### config.mk
export PLATFORM = sky130hd
export DESIGN_NAME = multicycle_ctrl
export DESIGN_NICKNAME = d
export VERILOG_FILES = /design/src/rtl/multicycle_ctrl.sv
export SDC_FILE = /design/constraint.sdc
export NUM_CORES = 1
export LEC_CHECK = 0
export CORE_MARGIN = 4
export CORE_UTILIZATION = 43
export CTS_BUF_LIST = sky130_fd_sc_hd__clkbuf_4 sky130_fd_sc_hd__clkbuf_8
export CTS_CLUSTER_DIAMETER = 100
export CTS_CLUSTER_SIZE = 8
export DETAILED_ROUTE_END_ITERATION = 8
export PLACE_DENSITY = 0.83
export SYNTH_ARGS = -nofsm -noshare
export SYNTH_HDL_FRONTEND = slang
export SYNTH_SLANG_ARGS = --single-unit
### constraint.sdc
create_clock -name clk -period 4.8 [get_ports clk]
set_input_delay 1.44 -clock clk [delete_from_list [all_inputs] [get_ports clk]]
set_output_delay 1.44 -clock clk [all_outputs]
set_load 0.02 [all_outputs]
### src/rtl/multicycle_ctrl.sv
// multicycle_ctrl -- main control FSM for a multicycle MIPS-style datapath.
//
// Steps each instruction through fetch, decode and an opcode-specific
// sequence of execute / memory / write-back states, producing the datapath
// enables and mux selects for every cycle.
//
// Ports:
//   clk            single clock, all state updates on the rising edge
//   rst            synchronous active-high reset (forces FETCH)
//   op             6-bit opcode field from the instruction register
//   mem_ready      memory completes the current access this cycle
//   reg_dst        write-address mux select (0 = rt, 1 = rd)
//   reg_write, mem_read, mem_write, ir_write, pc_write, pc_write_cond,
//   iord, mem_to_reg, alu_src_a   single-bit datapath enables/selects
//   alu_src_b      ALU B select (00 reg B, 01 const 4, 10 imm, 11 imm<<2)
//   alu_op         00 add, 01 sub, 10 decode by funct
//   pc_source      00 ALU result, 01 ALUOut, 10 jump target
//   state          current state code, for debug
//   instr_done     one-cycle pulse in the final cycle of each instruction
//
// Parameter MEM_HANDSHAKE: 1 = memory states wait for mem_ready,
//                          0 = mem_ready ignored and treated as 1.

module multicycle_ctrl #(
    parameter int unsigned MEM_HANDSHAKE = 1
) (
    input  logic       clk,
    input  logic       rst,
    input  logic [5:0] op,
    input  logic       mem_ready,
    output logic       reg_dst,
    output logic       reg_write,
    output logic       mem_read,
    output logic       mem_write,
    output logic       ir_write,
    output logic       pc_write,
    output logic       pc_write_cond,
    output logic       iord,
    output logic       mem_to_reg,
    output logic       alu_src_a,
    output logic [1:0] alu_src_b,
    output logic [1:0] alu_op,
    output logic [1:0] pc_source,
    output logic [3:0] state,
    output logic       instr_done
);

    localparam logic [5:0] OP_R    = 6'b000000;
    localparam logic [5:0] OP_LW   = 6'b100011;
    localparam logic [5:0] OP_SW   = 6'b101011;
    localparam logic [5:0] OP_BEQ  = 6'b000100;
    localparam logic [5:0] OP_J    = 6'b000010;
    localparam logic [5:0] OP_ADDI = 6'b001000;

    typedef enum logic [3:0] {
        FETCH  = 4'd0,
        DECODE = 4'd1,
        MEMADR = 4'd2,
        MEMRD  = 4'd3,
        MEMWB  = 4'd4,
        MEMWR  = 4'd5,
        EXEC   = 4'd6,
        ALUWB  = 4'd7,
        BRANCH = 4'd8,
        JUMP   = 4'd9,
        ADDIEX = 4'd10,
        ADDIWB = 4'd11
    } state_t;

    state_t cur_state;
    state_t next_state;
    logic   ready;
    logic   op_known;

    assign ready = (MEM_HANDSHAKE != 0) ? mem_ready : 1'b1;

    assign op_known = (op == OP_R) || (op == OP_LW) || (op == OP_SW) ||
                      (op == OP_BEQ) || (op == OP_J) || (op == OP_ADDI);

    always_ff @(posedge clk) begin
        if (rst)
            cur_state <= FETCH;
        else
            cur_state <= next_state;
    end

    // Only DECODE and MEMADR look at op; every other state ignores it.
    always_comb begin
        next_state = cur_state;
        case (cur_state)
            FETCH:  if (ready) next_state = DECODE;
            DECODE: begin
                case (op)
                    OP_LW, OP_SW: next_state = MEMADR;
                    OP_R:         next_state = EXEC;
                    OP_BEQ:       next_state = BRANCH;
                    OP_J:         next_state = JUMP;
                    OP_ADDI:      next_state = ADDIEX;
                    default:      next_state = FETCH;
                endcase
            end
            MEMADR: next_state = (op == OP_SW) ? MEMWR : MEMRD;
            MEMRD:  if (ready) next_state = MEMWB;
            MEMWB:  next_state = FETCH;
            MEMWR:  if (ready) next_state = FETCH;
            EXEC:   next_state = ALUWB;
            ALUWB:  next_state = FETCH;
            BRANCH: next_state = FETCH;
            JUMP:   next_state = FETCH;
            ADDIEX: next_state = ADDIWB;
            ADDIWB: next_state = FETCH;
            default: next_state = FETCH;
        endcase
    end

    // Moore outputs, all forced low while rst is high (even though the
    // register already reads FETCH then, ir_write/pc_write must stay 0).
    // In FETCH the PC/IR updates wait for ready so a stalled fetch
    // does not advance the PC more than once.
    always_comb begin
        reg_dst       = 1'b0;
        reg_write     = 1'b0;
        mem_read      = 1'b0;
        mem_write     = 1'b0;
        ir_write      = 1'b0;
        pc_write      = 1'b0;
        pc_write_cond = 1'b0;
        iord          = 1'b0;
        mem_to_reg    = 1'b0;
        alu_src_a     = 1'b0;
        alu_src_b     = 2'b00;
        alu_op        = 2'b00;
        pc_source     = 2'b00;
        instr_done    = 1'b0;
        state         = 4'd0;
        if (!rst) begin
            state = cur_state;
            case (cur_state)
                FETCH: begin
                    mem_read  = 1'b1;
                    alu_src_b = 2'b01;
                    ir_write  = ready;
                    pc_write  = ready;
                end
                DECODE: begin
                    alu_src_b  = 2'b11;
                    instr_done = !op_known;
                end
                MEMADR, ADDIEX: begin
                    alu_src_a = 1'b1;
                    alu_src_b = 2'b10;
                end
                MEMRD: begin
                    mem_read = 1'b1;
                    iord     = 1'b1;
                end
                MEMWB: begin
                    mem_to_reg = 1'b1;
                    reg_write  = 1'b1;
                    instr_done = 1'b1;
                end
                MEMWR: begin
                    mem_write  = 1'b1;
                    iord       = 1'b1;
                    instr_done = ready;
                end
                EXEC: begin
                    alu_src_a = 1'b1;
                    alu_op    = 2'b10;
                end
                ALUWB: begin
                    reg_dst    = 1'b1;
                    reg_write  = 1'b1;
                    instr_done = 1'b1;
                end
                BRANCH: begin
                    alu_src_a     = 1'b1;
                    alu_op        = 2'b01;
                    pc_write_cond = 1'b1;
                    pc_source     = 2'b01;
                    instr_done    = 1'b1;
                end
                JUMP: begin
                    pc_write   = 1'b1;
                    pc_source  = 2'b10;
                    instr_done = 1'b1;
                end
                ADDIWB: begin
                    reg_write  = 1'b1;
                    instr_done = 1'b1;
                end
                default: ;
            endcase
        end
    end

endmodule
# == Word-level counts from Yosys, hierarchy flattened ==
# Cells that the tools add are included.
# classes
eq_ne,19
mux,35
reduce_logical,16
# ops
operator,n
case mux 4 bit (7 select lines),1
two-way mux 1 bit,20
case mux 4 bit (5 select lines),1
"equality test 4 x 3 -> 1 bit, second input constant",4
"equality test 4 bit, second input constant",4
two-way mux 4 bit,4
"equality test 6 bit, second input constant",2
"equality test 4 x 2 -> 1 bit, second input constant",2
case mux 2 bit (2 select lines),2
OR reduction 2 bit,4
"equality test 6 x 2 -> 1 bit, second input constant",1
"equality test 6 x 3 -> 1 bit, second input constant",1
"equality test 6 x 4 -> 1 bit, second input constant",1
logical NOT 6 bit,1
two-way mux 2 bit,3
"inequality test 2 bit, second input constant",3
case mux 2 bit (3 select lines),1
logical OR 1 bit,5
OR reduction 5 bit,1
"equality test 4 x 1 -> 1 bit, second input constant",1
logical NOT 4 bit,1
OR reduction 4 bit,1
two-way mux 3 bit,1
case mux 1 bit (3 select lines),1
4 further kinds,4
# word_totals
regBits,4
input_bits,9
output_inout_bits,21
word_cells,71

# == Longest topological paths before layout ==
# Gate-level depths: netlist of the first run.
# logic_depth
ltp_word,9
mapped_depth,6
ltp_nobuf,4

# == Worst setup path after synthesis of the first run ==
# Ideal clock, no wire load.
# synth_timing
kind,input port to output port
startpoint,in rst
endpoint,out alu_op[0]
arrival_time_ns,2.686
required_ns,3.360
path_slack_ns,0.674
cell_stages,4
n_path_buf,3
cell_sequence,clkbuf_1 > clkbuf_1 > nor3_1 > buf_4
# synth_via
elab_chain_len,1
# synth_lines
element,line,text
from (decl),28,"input logic rst,"
two-way mux 2 bit,136,if (!rst) begin
to (decl),42,"output logic [1:0] alu_op,"
# Every way passes these cells.

# == Worst setup path after layout of the first run ==
# layout_timing
startpoint,in op[1]
endpoint,out instr_done
# layout_via
elab_chain_len,9
word_cells_on_any_way,14
cone_classes,eq/ne (5); mux (2); reduce/logical (7)
# layout_lines
element,line,text
from (decl),29,"input logic [5:0] op,"
equality test 6 bit / logical NOT 6 bit (equally long branches),77,assign op_known = (op == OP_R) || (op == OP_LW) || (op == OP_SW) ||
logical OR 1 bit (3 in series),77,
logical OR 1 bit,78,(op == OP_BEQ) || (op == OP_J) || (op == OP_ADDI);
logical OR 1 bit (*),78,
logical NOT 1 bit (*),147,instr_done = !op_known;
case mux 1 bit (3 select lines) (*),138,case (cur_state)
two-way mux 1 bit (*),136,
to (decl),45,output logic instr_done
# Mark *: on every way between the ends. The rest lies on a longest branch, timed or not.

==> impl_metrics.csv, run 1 <==
group,metric,value,unit
synth,synth.area.top_cells,"dfxtp_1, nor3_1, and3_1",
grt,grt_pass1_wl,3.04,mm
clock_network,holdBufCountCts,0,
worst_setup_path,crit_chain,"clkdlybuf4s50_1, and3_1, o21ai_0, nand4_1, o41ai_1, clkdlybuf4s50_1",
job,cap_viol_max_count,0,
floorplanning,die_area,2190,um^2
sta,slew-limit-headroom,51.5,%
clock_network,clkSinkCount,4,
cells_and_area,largest_reg_flops,4,
worst_setup_path,start_kind,"input pin",
placed_design,placed_cell_area,920,um^2
sta,hold_viol,0,
cells_and_area,stdcell_count,132,
power,powerDensity,152,nW/um^2
detailed_routing,top_layer_used,"met4",
detailed_routing,antenna_left,0,
detailed_routing,routed_wl,1.86,mm
detailed_routing,met3_length,117,um
clock_network,clkTransAtPathRegs,0.04,ns
detailed_routing,routedWlPerCell,14.1,um
cells_and_area,multi_input_area,493,um^2
synth,synth_commonest_cells,"nor3_1, nand2_1, and3_1, nor2_1, nor2b_1",
sta,skew,0.0100,ns
cells_and_area,top_regs,"cur_state x4",
sta,rsz0062_at_grt,"false",
synth,synth-edff-count,0,
clock_network,cts_root_buf,"clkbuf_4",
power,p_leak,0.000350,uW
worst_setup_path,end_kind,"primary output",
synth,synth-seq-cells,4,
clock_network,cts_buffer_depth,2,
sta,final.setup.worst_slack,0.0858,ns
worst_setup_path,cp_top_family,"buffers and inverters",
synth,netlist_instances,92,
grt,grt_pass1_vias,679,
detailed_routing,first_pass_iters,4,
clock_network,post_cts_resized,0,
synth,synth_area,647,um^2
detailed_routing,viasPerCell,5.95,
detailed_routing,drc,0,
synth,synth_fp_nets,101,
placed_design,dp_hpwl,1.41,mm
power,vdd_drop_max,0.108,mV
cells_and_area,area_delta_synth_final,45.6,%
floorplanning,num_io_pins,30,
worst_setup_path,crit_path_top_delay_cell,"clkdlybuf4s50_1",
synth,synthFlopType,"dfxtp_1",
placed_design,port_buffers,29,
sta,finalSetupTns,0,ns
grt,grt_antenna_before_repair,0,
grt,grt_max_degree,22,
clock_network,cts_made_buffers,3,
worst_setup_path,crit_buf_inv,2,
clock_network,postCtsSetupBuffers,0,
worst_setup_path,cp_max_fo,6,
cells_and_area,postLayoutCellArea,942,um^2
synth,synth_top_area_share,12.4,%
floorplanning,rows,13,
floorplanning,core,1370,um^2
floorplanning,initial_core_util,47.3,%
sta,tightest_slew,0.726,ns
synth,async_flop_share,0,%
clock_network,h-tree-depth,1,
grt,grtUsageTotal,19.5,%
worst_setup_path,worst_path_most_repeated_cell,"clkdlybuf4s50_1",
detailed_routing,vias,785,
worst_setup_path,worstPathRequired,3.36,ns
detailed_routing,wl_met2,908,um
floorplanning,dieWidth,46.8,um
cells_and_area,utilization,69.0,%
synth,ys_types,39,
sta,period_share,98.2,%
worst_setup_path,crit_arrival,3.27,ns
worst_hold_path,hp-class,"reg -> reg",
worst_setup_path,crit_type,"in -> out",
sta,setup_viol,0,
cells_and_area,nets,128,
placed_design,pre_cts_ws,0.110,ns
cells_and_area,fill_cells,133,
sta,max_freq,212,MHz
placed_design,place.gp.congestion,0.867,
synth,ys_seq_area_share,12.4,%
placed_design,dpl.cell_count,129,
clock_network,cts_tree,"yes",
synth,yosys_warnings,0,
sta,drv_slew,0,
outcome,status,"finished, final reports clean",
synth,synth_top_area_cell,"dfxtp_1",
detailed_routing,wl_met1,796,um
detailed_routing,dr.first_iter.drc_count,10,
cells_and_area,max_flop_register,"cur_state",
cells_and_area,final_layout_size_suffix_gt1_share,13.7,%
synth,synth_most_common_cell,"nor3_1",
grt,grt.overflow.total,0,
synth,synth.avg_cell_area,7.03,um^2
cells_and_area,final-seq-area,80.1,um^2
cells_and_area,antenna_cells,0,
floorplanning,die_h,46.8,um
sta,period_needed,4.71,ns
clock_network,clk_latency,0.24,ns
worst_setup_path,slowest_delay,0.67,ns
## through the flow
stage,hold slack [ns],total power (uW)
floorplan,0.616,73.5
global placement,0.678,99.0
detailed placement,0.688,100
CTS,0.695,145
global route,0.735,154
finish,0.697,143
## path summary, 6_finish.rpt
kind / start / end / slack [ns] / cells past startpoint
setup reg to reg: cur_state[1] / cur_state[2] / 3.14 / 4
hold reg to reg: cur_state[0] / cur_state[0] / 0.70 / 1
setup / recovery: op[1] / instr_done / 0.09 / 6
hold / removal: cur_state[0] / cur_state[0] / 0.70 / 1
## metal layers
layer | vias to the layer above | track usage, %
li1 | 387 | -
met1 | 361 | 23.7
met2 | 33 | 30.6
met3 | 4 | 4.21
met4 | 0 | 12.7
met5 | - | 0
## layout make-up
| cell class | instances | share of cell area [%] |
|---|---|---|
| Clock buffer | 3 | 2.39 |
| Inverter | 2 | 0.797 |
| Multi-Input combinational cell | 75 | 52.3 |
| Sequential cell | 4 | 8.50 |
| Tap cell | 15 | 1.99 |
| Timing Repair Buffer | 33 | 34.0 |
## layout by cell type, fill, tap and decap left out, types with 2 or more instances in the layout
| master | count |
|---|---|
| o21ai_0 | 4 |
| xor2_1 | 2 |
| clkdlybuf4s50_1 | 29 |
| buf_4 | 4 |
| nand4_1 | 2 |
| nor2_1 | 6 |
| dfxtp_1 | 4 |
| nor2_2 | 2 |
| nor4_2 | 2 |
| inv_1 | 2 |
| nor2b_1 | 6 |
| clkbuf_4 | 3 |
| nand3_1 | 2 |
| and3_1 | 6 |
| nand2b_1 | 2 |
| o2bb2ai_1 | 2 |
| a21oi_1 | 5 |
| nor3_1 | 8 |
| nand2_1 | 7 |
## power by group
group	internal (uW)	leakage [uW]	switching (uW)
Clock	28.0	0.0000138	15.2
Sequential	34.9	0.0000325	5.99
Combinational	28.5	0.000304	30.6
## kinds of logic (layout without fill, tap and decap cells)
kind of cell	after synthesis	count (layout)	synth area share, %
xor gates and xnor gates	3	3	4.06
DFF	4	4	12.4
buffers and inverters	13	38	11.4
AOI/OAI and AO/OA	22	22	26.7
muxes	1	1	1.55
and+or+nand+nor	49	49	43.9
No activity file was read; power rests on OpenSTA's default activity.
==> inputs of run 2 (changes only) <==
--- a/config.mk
+++ b/config.mk
@@ -6,12 +6,13 @@
 export NUM_CORES = 1
 export LEC_CHECK = 0
 export CORE_MARGIN = 4
-export CORE_UTILIZATION = 43
+export CORE_UTILIZATION = 42
 export CTS_BUF_LIST = sky130_fd_sc_hd__clkbuf_4 sky130_fd_sc_hd__clkbuf_8
 export CTS_CLUSTER_DIAMETER = 100
 export CTS_CLUSTER_SIZE = 8
 export DETAILED_ROUTE_END_ITERATION = 8
-export PLACE_DENSITY = 0.83
+export GPL_ROUTABILITY_DRIVEN = 1
+export PLACE_DENSITY = 0.81
 export SYNTH_ARGS = -nofsm -noshare
 export SYNTH_HDL_FRONTEND = slang
 export SYNTH_SLANG_ARGS = --single-unit
==> constraint.sdc (replaced) <==
create_clock -name clk -period 5.2 [get_ports clk]
set_input_delay 1.56 -clock clk [delete_from_list [all_inputs] [get_ports clk]]
set_output_delay 1.56 -clock clk [all_outputs]
set_load 0.02 [all_outputs]
==> run 2 against run 1 <==
  * Global-route usage fell by 1.5 points
  * Register-to-register slack better by 0.37 ns
  * Clock skew is 0.0044 ns lower
  * Core utilization shrank 2.4 points
  * Non-clock buffer count down 3
  * Critical endpoint unchanged
  * Largest cell class unchanged
==> impl_metrics.csv, run 2 (synthesis gave the netlist of run 1 again) <==
group,metric,value,unit
worst_setup_path,slowest_delay,0.67,ns
clock_network,post_cts_resized,0,
worst_hold_path,hp-class,"reg -> reg",
worst_setup_path,worstPathRequired,3.64,ns
clock_network,holdBufCountCts,0,
sta,hold_viol,0,
clock_network,h-tree-depth,1,
worst_setup_path,r2r_cells,4,
placed_design,dpl.cell_count,126,
outcome,status,"finished, final reports clean",
sta,drv_slew,0,
placed_design,dp_hpwl,1.32,mm
floorplanning,rows,13,
grt,grt_max_degree,22,
job,cap_viol_max_count,0,
detailed_routing,viasPerCell,5.87,
clock_network,clk_latency,0.24,ns
worst_setup_path,crit_chain,"clkdlybuf4s50_1, xor2_1, o211ai_1, nand4_1, o41ai_1, clkdlybuf4s50_1",
detailed_routing,antenna_left,0,
worst_setup_path,r2r_end,"cur_state[2]",
worst_setup_path,cp_max_fo,6,
worst_hold_path,min_to,"cur_state[0]",
worst_setup_path,crit_path_top_delay_cell,"clkdlybuf4s50_1",
clock_network,cts_buffer_depth,2,
grt,grt_antenna_before_repair,0,
grt,grt_pass1_wl,2.84,mm
sta,setup_viol,0,
floorplanning,dieWidth,47.2,um
cells_and_area,area_delta_synth_final,42.2,%
sta,max_freq,202,MHz
sta,period_share,95.0,%
cells_and_area,max_flop_register,"cur_state",
floorplanning,die_h,47.2,um
cells_and_area,final_common_cell,"clkdlybuf4s50_1",
placed_design,place.gp.congestion,0.882,
cells_and_area,utilization,66.5,%
power,p_sw,46.5,uW
power,clkPwrFrac,30.2,%
worst_setup_path,crit_buf_inv,2,
cells_and_area,final_layout_size_suffix_gt1_share,11.4,%
worst_hold_path,holdPathStages,1,
floorplanning,die_area,2230,um^2
power,power.total,129,uW
worst_setup_path,r2r-start,"cur_state[1]",
worst_setup_path,worst_path_most_repeated_cell,"clkdlybuf4s50_1",
placed_design,port_buffers,29,
detailed_routing,routedWlPerCell,13.9,um
sta,rsz0062_at_grt,"false",
cells_and_area,nets,125,
sta,period_needed,4.94,ns
detailed_routing,vias,757,
power,p_leak,0.000335,uW
clock_network,cts_made_buffers,3,
power,p_int,82.9,uW
power,powerDensity,141,nW/um^2
floorplanning,initial_core_util,46.8,%
cells_and_area,largest_reg_flops,4,
floorplanning,core,1380,um^2
sta,finalSetupTns,0,ns
clock_network,cts_tree,"yes",
clock_network,postCtsSetupBuffers,0,
grt,grt_pass1_vias,653,
detailed_routing,drc,0,
power,swShare,35.9,%
grt,grtUsageTotal,18.0,%
cells_and_area,mostFrequentLayoutCells,"clkdlybuf4s50_1, nor3_1, nand2_1",
cells_and_area,antenna_cells,0,
sta,tightest_slew,0.707,ns
power,pwr-share-comb,40.6,%
worst_setup_path,crit_type,"in -> out",
power,vdd_drop_max,0.132,mV
cells_and_area,top_regs,"cur_state x4",
worst_setup_path,start_kind,"input pin",
worst_hold_path,worstHoldStart,"cur_state[0]",
detailed_routing,routed_wl,1.79,mm
clock_network,clkTransAtPathRegs,0.04,ns
grt,grt.overflow.total,0,
floorplanning,num_io_pins,30,
worst_setup_path,cp_top_family,"buffers and inverters",
sta,skew,0.00562,ns
power,p_seq_share,29.1,%
worst_setup_path,end_kind,"primary output",
detailed_routing,first_pass_iters,4,
sta,slew-limit-headroom,52.8,%
worst_setup_path,regToRegSetupSlack,3.51,ns
clock_network,clkSinkCount,4,
cells_and_area,stdcell_count,129,
worst_setup_path,crit_arrival,3.38,ns
clock_network,cts_root_buf,"clkbuf_4",
detailed_routing,dr.first_iter.drc_count,24,
==> run 2: cell count changes in the layout (fill, tap and decap cells not counted) <==
cell   delta
buf_4     -3
==> run 2: final cells by class <==
class | instances | area (um^2)
timing repair buffer | 30 | 298
tap | 15 | 18.8
sequential | 4 | 80.1
multi-input combinational | 75 | 493
fill | 128 | 463
clock buffer | 3 | 22.5
inverter | 2 | 7.51
==> run 2: worst max-delay path by stage <==
stage                            end  slack, ns  start  depth (start not counted)
after floorplan            alu_op[0]       0.83    rst                          4
after detailed placement  instr_done       0.27  op[1]                          6
after CTS                 instr_done       0.24  op[1]                          6
after global placement    instr_done       0.29  op[1]                          6
final                     instr_done       0.26  op[1]                          6
after global routing      instr_done       0.14  op[1]                          6
==> run 2: metal layers <==
layer	wire [um]	track usage, %	up-vias
met5	0	0	-
li1	-	-	381
met1	729	20.9	341
met3	132	4.98	4
met4	24	8.29	0
met2	904	30.2	31
==> run 2: power groups by stage <==
stage | sequential (uW) | combinational (uW) | clock [uW]
3_5_place_dp | 38.1 | 52.4 | 0
3_3_place_gp | 38.2 | 51.9 | 0
6_report | 37.7 | 52.6 | 39.1
5_1_grt | 38.4 | 57.7 | 45.1
2_1_floorplan | 33.9 | 33.9 | 0
4_1_cts | 37.6 | 52.7 | 41.5
==> run 2: metrics by stage <==
step	setup WS, ns	hold slack, ns	instance area (um^2)
2_1_floorplan	0.834	0.616	647
3_3_place_gp	0.292	0.690	897
3_5_place_dp	0.268	0.680	897
4_1_cts	0.245	0.688	920
5_1_grt	0.140	0.734	920
6_report	0.258	0.692	920
